<file path="src/rtl/lsu_queue.sv">
// In-order load/store queue: forwards requests to data memory and tags each one, so responses can be steered to writeback or dropped.
// Optional macro LSU_BYTE_SIGN_EXT_EN: byte loads sign-extend instead of zero-extend.
module lsu_queue #(
  parameter int DEPTH_P      = 4,
  parameter int DATA_WIDTH_P = 32,
  parameter int RD_WIDTH_P   = 5,
  localparam int PTR_W       = $clog2(DEPTH_P),
  localparam int CNT_W       = PTR_W + 1
) (
  input  logic                    clk,
  input  logic                    reset,
  input  logic                    req_valid_i,
  input  logic                    req_wen_i,
  input  logic                    req_byte_i,
  input  logic [DATA_WIDTH_P-1:0] req_addr_i,
  input  logic [DATA_WIDTH_P-1:0] req_wdata_i,
  input  logic [RD_WIDTH_P-1:0]   req_rd_i,
  output logic                    req_accept_o,
  output logic                    mem_valid_o,
  output logic [DATA_WIDTH_P-1:0] mem_addr_o,
  output logic [DATA_WIDTH_P-1:0] mem_wdata_o,
  output logic                    mem_wen_o,
  output logic                    mem_byte_o,
  input  logic                    mem_yumi_i,
  input  logic                    mem_resp_valid_i,
  input  logic [DATA_WIDTH_P-1:0] mem_rdata_i,
  output logic                    mem_resp_yumi_o,
  output logic                    wb_valid_o,
  output logic [RD_WIDTH_P-1:0]   wb_rd_o,
  output logic [DATA_WIDTH_P-1:0] wb_data_o,
  input  logic                    wb_ready_i,
  output logic [CNT_W-1:0]        count_o,
  output logic                    empty_o,
  output logic                    full_o,
  output logic                    err_o
);

  typedef struct packed {
    logic                  wen;
    logic                  byte_op;
    logic [RD_WIDTH_P-1:0] rd;
    logic [1:0]            off;
  } tag_t;

  tag_t             tags [DEPTH_P];
  logic [PTR_W-1:0] wptr, rptr;
  logic [CNT_W-1:0] count;
  logic             err;
  logic             push, pop;
  tag_t             head;
  logic [7:0]       sel_byte;

  assign empty_o = (count == '0);
  assign full_o  = (count == CNT_W'(DEPTH_P));
  assign count_o = count;
  assign err_o   = err;

  // Request path is pure pass-through; full blocks regardless of a same-cycle pop.
  assign mem_valid_o  = req_valid_i & ~full_o;
  assign mem_addr_o   = req_addr_i;
  assign mem_wdata_o  = req_wdata_i;
  assign mem_wen_o    = req_wen_i;
  assign mem_byte_o   = req_byte_i;
  assign req_accept_o = mem_valid_o & mem_yumi_i;
  assign push         = req_accept_o;

  assign head = tags[rptr];

  always_comb begin
    wb_valid_o      = 1'b0;
    mem_resp_yumi_o = 1'b0;
    pop             = 1'b0;
    if (empty_o) begin
      // Orphan response: consume and drop it, flagged via err.
      mem_resp_yumi_o = mem_resp_valid_i;
    end else if (head.wen) begin
      mem_resp_yumi_o = mem_resp_valid_i;
      pop             = mem_resp_valid_i;
    end else begin
      wb_valid_o      = mem_resp_valid_i;
      mem_resp_yumi_o = mem_resp_valid_i & wb_ready_i;
      pop             = mem_resp_valid_i & wb_ready_i;
    end
  end

  always_comb begin
    sel_byte = mem_rdata_i[7:0];
    case (head.off)
      2'd1:    sel_byte = mem_rdata_i[15:8];
      2'd2:    sel_byte = mem_rdata_i[23:16];
      2'd3:    sel_byte = mem_rdata_i[31:24];
      default: sel_byte = mem_rdata_i[7:0];
    endcase
  end

  assign wb_rd_o = head.rd;
`ifdef LSU_BYTE_SIGN_EXT_EN
  assign wb_data_o = head.byte_op ? {{(DATA_WIDTH_P-8){sel_byte[7]}}, sel_byte} : mem_rdata_i;
`else
  assign wb_data_o = head.byte_op ? {{(DATA_WIDTH_P-8){1'b0}}, sel_byte} : mem_rdata_i;
`endif

  always_ff @(posedge clk) begin
    if (push) tags[wptr] <= '{wen: req_wen_i, byte_op: req_byte_i, rd: req_rd_i, off: req_addr_i[1:0]};
  end

  // Pointers wrap naturally since DEPTH_P is a power of two.
  always_ff @(posedge clk or negedge reset) begin
    if (!reset) begin
      wptr  <= '0;
      rptr  <= '0;
      count <= '0;
      err   <= 1'b0;
    end else begin
      if (push) wptr <= wptr + 1'b1;
      if (pop)  rptr <= rptr + 1'b1;
      count <= count + CNT_W'(push) - CNT_W'(pop);
      if (mem_resp_valid_i && empty_o) err <= 1'b1;
    end
  end

endmodule

</file>
<file path="config.mk">
export PLATFORM = sky130hd
export DESIGN_NAME = lsu_queue
export DESIGN_NICKNAME = d
export VERILOG_FILES = /design/src/rtl/lsu_queue.sv
export SDC_FILE = /design/constraint.sdc
export NUM_CORES = 1
export LEC_CHECK = 0
export CORE_MARGIN = 2
export CORE_UTILIZATION = 30
export CTS_CLUSTER_DIAMETER = 40
export CTS_CLUSTER_SIZE = 40
export DETAILED_ROUTE_END_ITERATION = 7
export GPL_ROUTABILITY_DRIVEN = 0
export HOLD_SLACK_MARGIN = 0.02
export PLACE_DENSITY = 0.73
export SYNTH_ARGS = -nofsm -noshare
export SYNTH_HDL_FRONTEND = slang
export SYNTH_SLANG_ARGS = --single-unit
</file>
<file path="constraint.sdc">
create_clock -name clk -period 2.34 [get_ports clk]
set_input_delay 0.585 -clock clk [delete_from_list [all_inputs] [get_ports clk]]
set_output_delay 0.585 -clock clk [all_outputs]
set_load 0.05 [all_outputs]
</file>
==> impl_metrics.yaml, run 1 <==
clocking:
  cts_buffer_depth: 2
  htreeDepth: 2
  clockRootBuffer: "clkbuf_8"
  ctsHoldBuffers: 0
  numCtsBuffers: 5
  clkTransAtPathRegs_ns: 0.07
  clkLatencyLatePin_ns: 0.29
  tritoncts: "built"
  cts.sinks: 44
logic_synthesis:
  syn_nets: 338
  synth-edff-count: 36
  ys_seq_area_share_pct: 45.3
  yosys_warnings: 0
  synth-seq-cells: 44
  syn_avg_cell_area_sq_um: 12.7
  async_reset_ff_share_pct: 18.2
  syn-instance-count: 222
  synth_cell_type_count: 30
  yosys_most_used_dff: "edfxtp_1"
  syn_area_sq_um: 2830
detailed_routing:
  drt-initial-drc-count: 34
  drt-total-wl_um: 7610
  route.detailed.drc: 0
  wl_per_cell_um: 18.9
  vias: 1881
  drt-vias-per-instance: 4.67
  first_pass_iters: 6
  ant_nets: 0
worst_hold_path:
  hp-class: "flip-flop to flip-flop"
timing:
  post-route-period-util_pct: 119
  setup_viol: 36
  slew_headroom_pct: 66.2
  grt_setup_unrepaired: "yes"
  worst_pin_slew_ns: 0.506
  maxSlewViolCount: 0
  fmax_mhz: 358
  finClkSkew_ns: 0.00308
  tns_ns: -10.24
  hold_violations: 0
  worst_slack_ns: -0.451
  period_needed_ns: 2.79
final_layout:
  final_core_util_pct: 50.0
  layout.cells.non_filler: 403
  nNetsFinal: 407
  antennaDiodeCount: 0
  layout-area-overhead-vs-synth_pct: 62.5
  drive_gt1_share_pct: 50.3
worst_setup_path:
  end_kind: "output port"
  cp.arrival_ns: 2.21
  critPathRequiredTime_ns: 1.75
  path_cells: "buf_6 > mux4_2 > buf_6 > mux2i_2 > a221oi_4 > buf_12"
  slowest_delay_ns: 0.53
  slowest_stage: "mux4_2"
  setup.worst_path.start_class: "flip-flop"
  critPathMostFrequentCell: "buf_6"
  crit_path_max_fanout: 8
  crit_type: "flip-flop to output port"
job:
  maxCapViolCount: 0
floorplanning:
  dieArea_sq_um: 10200
  start_util_pct: 30.8
  ios: 222
  die_h_um: 101
  die_w_um: 101
  fp.coreArea_sq_um: 9200
  rows: 35
pwr:
  powerDensity_nw_per_um2: 1460
  peakVddDrop_mv: 0.847
  p_leak_nw: 1.89
grt:
  grt_max_degree: 14
  grt_pass1_vias: 2082
  overflow: 0
  antenna_found_initial: 0
  grt_usage_pct: 14.4
  grt_pass1_wl_um: 11200
place:
  post-dp-hpwl_um: 6180
  dp_slack_ns: -0.173
  place_inst: 389
  port_buffers: 97
run_status:
  violations: "setup timing"
  status: "finished with violations"
[worst max-delay path: cells and delay by family, from the launching register on]
family / cells / cell delay (ns)
muxes: 2 / 0.70
buffers and inverters: 3 / 0.47
DFF: 1 / 0.39
AOI/OAI and AO/OA: 1 / 0.36
[per-layer routing]
metal | vias up | wire [um] | global-route usage (%)
li1 | 853 | - | -
met1 | 893 | 2830 | 16.4
met2 | 122 | 3860 | 24.7
met3 | 13 | 864 | 6.66
met4 | 0 | 63 | 2.81
met5 | - | 0 | 2.40
[logic make-up (layout without fill, tap and decap cells)]
logic type	Yosys count	after routing	synth area share, %
and+or+nand+nor	44	44	11.4
muxes	18	18	10.5
xor gates and xnor gates	5	5	1.55
buffers and inverters	91	161	21.9
DFF	44	44	45.3
adders and majority gates	7	7	3.36
AOI/OAI and AO/OA	13	13	5.93
[cell usage after synthesis, types with 3 or more instances]
library cell  instances  share of area [%]
nor2b_1              24                5.3
a221oi_2              8                4.2
and4bb_1              6                2.7
buf_6                 4                1.6
inv_1                17                2.3
xnor2_1               5                1.5
and2_1                5                1.1
dfrtp_1               8                7.1
clkbuf_1              3               0.40
mux4_2                8                6.4
ha_1                  6                2.7
edfxtp_1             36                 38
mux2i_1               8                2.8
buf_4                66                 18
[state kept, by name, summed over array words and instances (netlist names)]
register	cells
tags	36
count_o	3
rptr	2
wptr	2
err_o	1
[layout by cell type (no fill, tap or decap), drive strengths merged]
master,synthesis,routed
inv,17,17
o211ai,1,1
mux2,1,1
mux4,9,9
xnor2,5,5
o21ai,1,1
nand2,1,1
or3,1,1
fa,1,1
a21boi,1,1
clkdlybuf4s50,0,50
buf,70,85
a21o,1,1
o2111ai,1,1
and4bb,8,8
edfxtp,36,36
a221oi,8,8
nor2,2,2
ha,6,6
nor2b,24,24
and2,6,6
mux2i,8,8
clkbuf,4,7
clkinv,0,2
dfrtp,8,8
or3b,1,1
and3,1,1
[power by group]
| group | leakage, nW | switching, mW | internal, mW |
|---|---|---|---|
| combinational | 1.42 | 2.65 | 2.51 |
| sequential | 0.417 | 0.0914 | 0.997 |
| clock | 0.0510 | 0.233 | 0.235 |
[cell type report]
| class | instances | area, sq um |
|---|---|---|
| well taps | 111 | 139 |
| fillers | 786 | 4600 |
| clock inverters | 2 | 10.0 |
| repair buffers | 136 | 1790 |
| inverters | 17 | 63.8 |
| multi-input cells | 87 | 1230 |
| clock buffers | 6 | 82.6 |
| flip-flops and latches | 44 | 1280 |
[worst paths after layout]
| path | startpoint | end | slack (ns) | cells past startpoint |
|---|---|---|---|---|
| max | rptr[0] | wb_data_o[7] | -0.45 | 6 |
| min | err_o | err_o | 0.47 | 1 |
| max reg2reg | rptr[0] | count_o[2] | -0.30 | 11 |
| min reg2reg | err_o | err_o | 0.47 | 1 |
| max in group asynchronous | reset | count_o[2] | 1.43 | 1 |
| min in group asynchronous | reset | count_o[1] | 0.59 | 1 |
[metrics by stage]
stage	power [mW]	hold slack, ns	instance area [sq um]
finish	6.72	0.468	4600
global route	7.02	0.507	4600
CTS	6.70	0.473	4550
detailed placement	5.92	0.454	4310
global placement	5.87	0.454	4310
floorplan	4.18	0.289	3100
[timing repair]
| item | 4_1_cts | 5_1_grt |
|---|---|---|
| setup endpoints to repair | 36 | 41 |
| setup buffers | 5 | 4 |
| gates resized for setup | 30 | 6 |
| cloned | 0 | 1 |
| hold endpoints to repair | 0 | 0 |
| pin swaps | 10 | 7 |
No activity file was read; power rests on OpenSTA's default activity.
==> inputs of run 2 (changes only) <==
--- a/config.mk
+++ b/config.mk
@@ -5,14 +5,15 @@
 export SDC_FILE = /design/constraint.sdc
 export NUM_CORES = 1
 export LEC_CHECK = 0
+export ABC_CLOCK_PERIOD_IN_PS = 2700
 export CORE_MARGIN = 2
-export CORE_UTILIZATION = 30
+export CORE_UTILIZATION = 34
 export CTS_CLUSTER_DIAMETER = 40
 export CTS_CLUSTER_SIZE = 40
 export DETAILED_ROUTE_END_ITERATION = 7
 export GPL_ROUTABILITY_DRIVEN = 0
 export HOLD_SLACK_MARGIN = 0.02
-export PLACE_DENSITY = 0.73
+export PLACE_DENSITY = 0.89
 export SYNTH_ARGS = -nofsm -noshare
 export SYNTH_HDL_FRONTEND = slang
 export SYNTH_SLANG_ARGS = --single-unit
==> constraint.sdc (replaced) <==
create_clock -name clk -period 2.7 [get_ports clk]
set_input_delay 0.675 -clock clk [delete_from_list [all_inputs] [get_ports clk]]
set_output_delay 0.675 -clock clk [all_outputs]
set_load 0.05 [all_outputs]
==> run 2 against run 1 <==
  * The run still ends with setup timing left
  * Core utilization up 2.1 points
  * Worst setup slack improved by 0.35 ns
  * Worst hold slack improved by 0.025 ns
  * Combinational power decreased by 22%
  * Wire length increased by 4.0%
  * Clock skew is 0.0023 ns higher
  * Sequential power shrank 12%
  * Clock power down 17%
  * Clock-buffer cell count is the same
  * Power decreased by 20%
  * Critical path type unchanged
  * Largest power group unchanged
==> impl_metrics.yaml, run 2 (synthesis results as in run 1) <==
run_status:
  status: "finished with violations"
  violations: "setup timing"
final_layout:
  multiInputGateArea_sq_um: 1140
  top_register: "tags"
  nNetsFinal: 387
  largest_reg_flops: 36
  regArea_sq_um: 1280
  final_common_cell: "clkdlybuf4s50_1"
  final_cell_mix: "clkdlybuf4s50_1, buf_12, edfxtp_1, buf_4, inv_1"
  fin_area_sq_um: 4240
  drive_gt1_share_pct: 44.1
  num-fill-cells: 652
  antennaDiodeCount: 0
  layout-area-overhead-vs-synth_pct: 49.8
worst_setup_path:
  crit_type: "flip-flop to output port"
  setup.worst_path.start_class: "flip-flop"
  r2r_setup_slack_ns: -0.02
  reg2reg_from: "rptr[0]"
  critPathRequiredTime_ns: 2.03
  r2r-end: "count_o[2]"
  cp.arrival_ns: 2.13
  end_kind: "output port"
  crit_path_max_fanout: 6
  rr_worst_depth: 10
floorplanning:
  dieArea_sq_um: 9070
  die_w_um: 95.2
  ios: 222
  rows: 33
  start_util_pct: 34.8
  fp.coreArea_sq_um: 8130
  die_h_um: 95.2
timing:
  fmax_mhz: 357
  holdWs_ns: 0.492
  worst_pin_slew_ns: 0.516
  post-route-period-util_pct: 104
  tns_ns: -0.718
  worst_slack_ns: -0.105
  maxSlewViolCount: 0
  finClkSkew_ns: 0.00542
  period_needed_ns: 2.80
  slew_headroom_pct: 65.5
  grt_setup_unrepaired: "yes"
  setup_viol: 9
  hold_violations: 0
grt:
  grt_pass1_vias: 2031
  overflow: 0
  grt_pass1_wl_um: 11400
  grt_max_degree: 18
  antenna_found_initial: 0
  grt_usage_pct: 16.9
job:
  maxCapViolCount: 0
detailed_routing:
  wl_per_cell_um: 21.0
  vias: 1830
  route.detailed.drc: 0
  drt-total-wl_um: 7920
  ant_nets: 0
  first_pass_iters: 4
  drt-vias-per-instance: 4.85
  drt-initial-drc-count: 38
clocking:
  htreeDepth: 2
  clockRootBuffer: "clkbuf_8"
  cts.sinks: 44
  tritoncts: "built"
  ctsHoldBuffers: 0
  clkLatencyLatePin_ns: 0.29
  clkTransAtPathRegs_ns: 0.08
  cts_buffer_depth: 2
  numCtsBuffers: 5
place:
  dp_slack_ns: -0.0439
  post-dp-hpwl_um: 6440
  place_area_sq_um: 3970
  port_buffers: 97
worst_hold_path:
  min_from: "err_o"
  worstHoldPathCells: 1
  hp-class: "flip-flop to flip-flop"
  whs_endpoint: "err_o"
pwr:
  peakVddDrop_mv: 0.786
  p_leak_nw: 1.70
  powerDensity_nw_per_um2: 1260
run 2: changes by cell type in the layout (fill, tap and decap cells not counted), moves of 2 or more:
cell      change
clkinv_2      -2
nor2b_4      -11
nor2b_2      +11
nor2_1        +2
buf_6        -12
buf_12        -3
buf_4         -4
nor2_4        -2
run 2: per-layer routing:
layer	vias to the layer above	track usage (%)	part of all wire [%]
met2	133	28.7	50
met3	13	9.33	16
li1	816	-	-
met5	-	0	0
met4	0	3.62	1.1
met1	868	18.5	33
run 2: layout make-up:
| type | instances | share of cell area [%] |
|---|---|---|
| clock buffer | 6 | 1.71 |
| timing repair buffer | 116 | 36.3 |
| multi-input combinational | 87 | 26.8 |
| tap | 105 | 3.10 |
| sequential | 44 | 30.3 |
| clock inverter | 2 | 0.266 |
| inverter | 17 | 1.51 |
run 2: what timing repair did:
item	in CTS	in global routing
hold endpoints to repair	0	0
setup endpoints to repair	28	34
buffers inserted	4	2
resized for setup	24	19
pin swaps	1	1
run 2: where the power goes:
group	switching [mW]	leakage, nW	internal, mW
sequential	0.0961	0.416	0.866
clock	0.211	0.0388	0.179
combinational	2.17	1.25	1.84
run 2: stage by stage:
stage	cells	utilization, %	power [mW]
final	377	52.1	5.36
after global routing	377	52.1	5.59
after CTS	376	51.2	5.32
after detailed placement	364	48.8	4.77
after global placement	364	48.8	4.69
after floorplan	222	-	3.43
run 2: worst max-delay path: stages (launching register included):
cell,delay (ns)
dfrtp_2,0.44
mux4_2,0.58
buf_6,0.16
and4bb_1,0.22
a221oi_4,0.25
buf_12,0.18
run 2: worst max-delay path by stage:
stage	start	to	slack (ns)	cells after the start
after detailed placement	rptr[0]	count_o[2]	-0.04	10
final	rptr[0]	wb_data_o[2]	-0.10	5
after floorplan	rptr[0]	wb_data_o[11]	-0.03	4
after global routing	rptr[0]	wb_data_o[3]	-0.18	5
after global placement	rptr[0]	count_o[2]	0.07	10
after CTS	rptr[0]	wb_data_o[2]	-0.12	5
==> inputs of run 3 (changes only) <==
--- a/config.mk
+++ b/config.mk
@@ -13,6 +13,7 @@
 export DETAILED_ROUTE_END_ITERATION = 7
 export GPL_ROUTABILITY_DRIVEN = 0
 export HOLD_SLACK_MARGIN = 0.02
+export MAX_ROUTING_LAYER = met4
 export PLACE_DENSITY = 0.89
 export SYNTH_ARGS = -nofsm -noshare
 export SYNTH_HDL_FRONTEND = slang
==> run 3 against run 2 <==
  * The run still ends with setup timing left
  * Worst hold slack improved by 0.0011 ns
  * Clock power about the same
  * Combinational power hardly changed
  * Global-route usage up 0.46 points
  * Cell area is the same
  * Sequential power about the same
  * Power is essentially flat
  * Via count hardly changed
  * Sequential cell count is the same
==> impl_metrics.yaml, run 3 (synthesis results as in run 1) <==
run_status:
  status: "finished with violations"
  violations: "setup timing"
final_layout:
  final_common_cell: "clkdlybuf4s50_1"
  top_register: "tags"
  nNetsFinal: 387
  largest_reg_flops: 36
  layout-area-overhead-vs-synth_pct: 49.8
  antennaDiodeCount: 0
  drive_gt1_share_pct: 44.1
  num-fill-cells: 652
  final_cell_mix: "clkdlybuf4s50_1, buf_12, edfxtp_1, buf_4, inv_1"
  fin_area_sq_um: 4240
worst_setup_path:
  setup.worst_path.start_class: "flip-flop"
  crit_path_max_fanout: 6
  crit_type: "flip-flop to output port"
  end_kind: "output port"
  critPathRequiredTime_ns: 2.03
  cp.arrival_ns: 2.13
timing:
  worst_pin_slew_ns: 0.514
  setup_viol: 9
  grt_setup_unrepaired: "yes"
  maxSlewViolCount: 0
  period_needed_ns: 2.80
  fmax_mhz: 357
  hold_violations: 0
  finClkSkew_ns: 0.00720
  post-route-period-util_pct: 104
  worst_slack_ns: -0.105
  slew_headroom_pct: 65.6
grt:
  grt_pass1_wl_um: 11400
  grt_max_degree: 18
  grt_pass1_vias: 2030
  antenna_found_initial: 0
  overflow: 0
  grt_usage_pct: 17.3
detailed_routing:
  wl_per_cell_um: 21.0
  drt-vias-per-instance: 4.85
  vias: 1829
  route.detailed.drc: 0
  first_pass_iters: 4
  drt-total-wl_um: 7910
  drt-initial-drc-count: 38
  ant_nets: 0
clocking:
  clkLatencyLatePin_ns: 0.29
  ctsHoldBuffers: 0
  numCtsBuffers: 5
  clkTransAtPathRegs_ns: 0.08
  tritoncts: "built"
  cts.sinks: 44
  clockRootBuffer: "clkbuf_8"
  cts_buffer_depth: 2
  htreeDepth: 2
floorplanning:
  dieArea_sq_um: 9070
  rows: 33
  start_util_pct: 34.8
  die_w_um: 95.2
  ios: 222
  die_h_um: 95.2
  fp.coreArea_sq_um: 8130
place:
  place_area_sq_um: 3970
  post-dp-hpwl_um: 6440
  dp_slack_ns: -0.0439
  port_buffers: 97
pwr:
  peakVddDrop_mv: 0.786
  power.total_mw: 5.36
  powerDensity_nw_per_um2: 1260
  p_leak_nw: 1.70
worst_hold_path:
  hp-class: "flip-flop to flip-flop"
job:
  maxCapViolCount: 0
==> run 3: cell counts in the layout (fill, tap and decap cells not counted) <==
Identical to the previous run, type by type.
==> run 3: metal layers <==
layer	global-route usage (%)	routed length, um	share of wire, %	vias up
met1	18.8	2570	33	860
met4	3.62	90	1.1	0
met2	28.6	4000	51	141
li1	-	-	-	815
met3	8.85	1240	16	13
met5	-	0	0	-
==> run 3: worst paths after layout <==
check | endpoint | start | depth (start not counted) | slack [ns]
max in group asynchronous | count_o[2] | reset | 1 | 1.70
worst max-delay path | wb_data_o[2] | rptr[0] | 5 | -0.10
worst min-delay path | err_o | err_o | 1 | 0.49
min in group asynchronous | err_o | reset | 1 | 0.68
worst max register to register | count_o[2] | rptr[0] | 10 | -0.02
worst min register to register | err_o | err_o | 1 | 0.49
==> run 3: metrics by stage <==
stage / cells / util [%] / hold WS [ns] / setup TNS (ns)
3_5_place_dp: 364 / 48.8 / 0.473 / -0.0439
6_report: 377 / 52.1 / 0.493 / -0.711
3_3_place_gp: 364 / 48.8 / 0.442 / 0
5_1_grt: 377 / 52.1 / 0.512 / -1.79
4_1_cts: 376 / 51.2 / 0.497 / -0.851
2_1_floorplan: 222 / - / 0.379 / -0.592
==> run 3: critical path, stage by stage (launching register included) <==
cell and delay, ns:
dfrtp_2 0.44, mux4_2 0.58, buf_6 0.16, and4bb_1 0.22, a221oi_4 0.25, buf_12 0.18
==> run 3: final cells by class <==
type	count	area, sq um	share of cell area (%)
inverters	17	63.8	1.51
clock inverters	2	11.3	0.266
repair buffers	116	1540	36.3
flip-flops and latches	44	1280	30.3
well taps	105	131	3.10
multi-input cells	87	1140	26.8
clock buffers	6	72.6	1.71
==> run 3: what timing repair did <==
| action | CTS | global route |
|---|---|---|
| resized for setup | 24 | 19 |
| buffers inserted | 4 | 2 |
| pin swaps | 1 | 1 |
| endpoints found under the setup margin | 28 | 34 |
==> run 3: where the power goes <==
part	switching, mW	internal, mW	total, mW
Sequential	0.0954	0.866	0.962
Combinational	2.17	1.84	4.01
Clock	0.211	0.179	0.390
Total	2.47	2.89	5.36
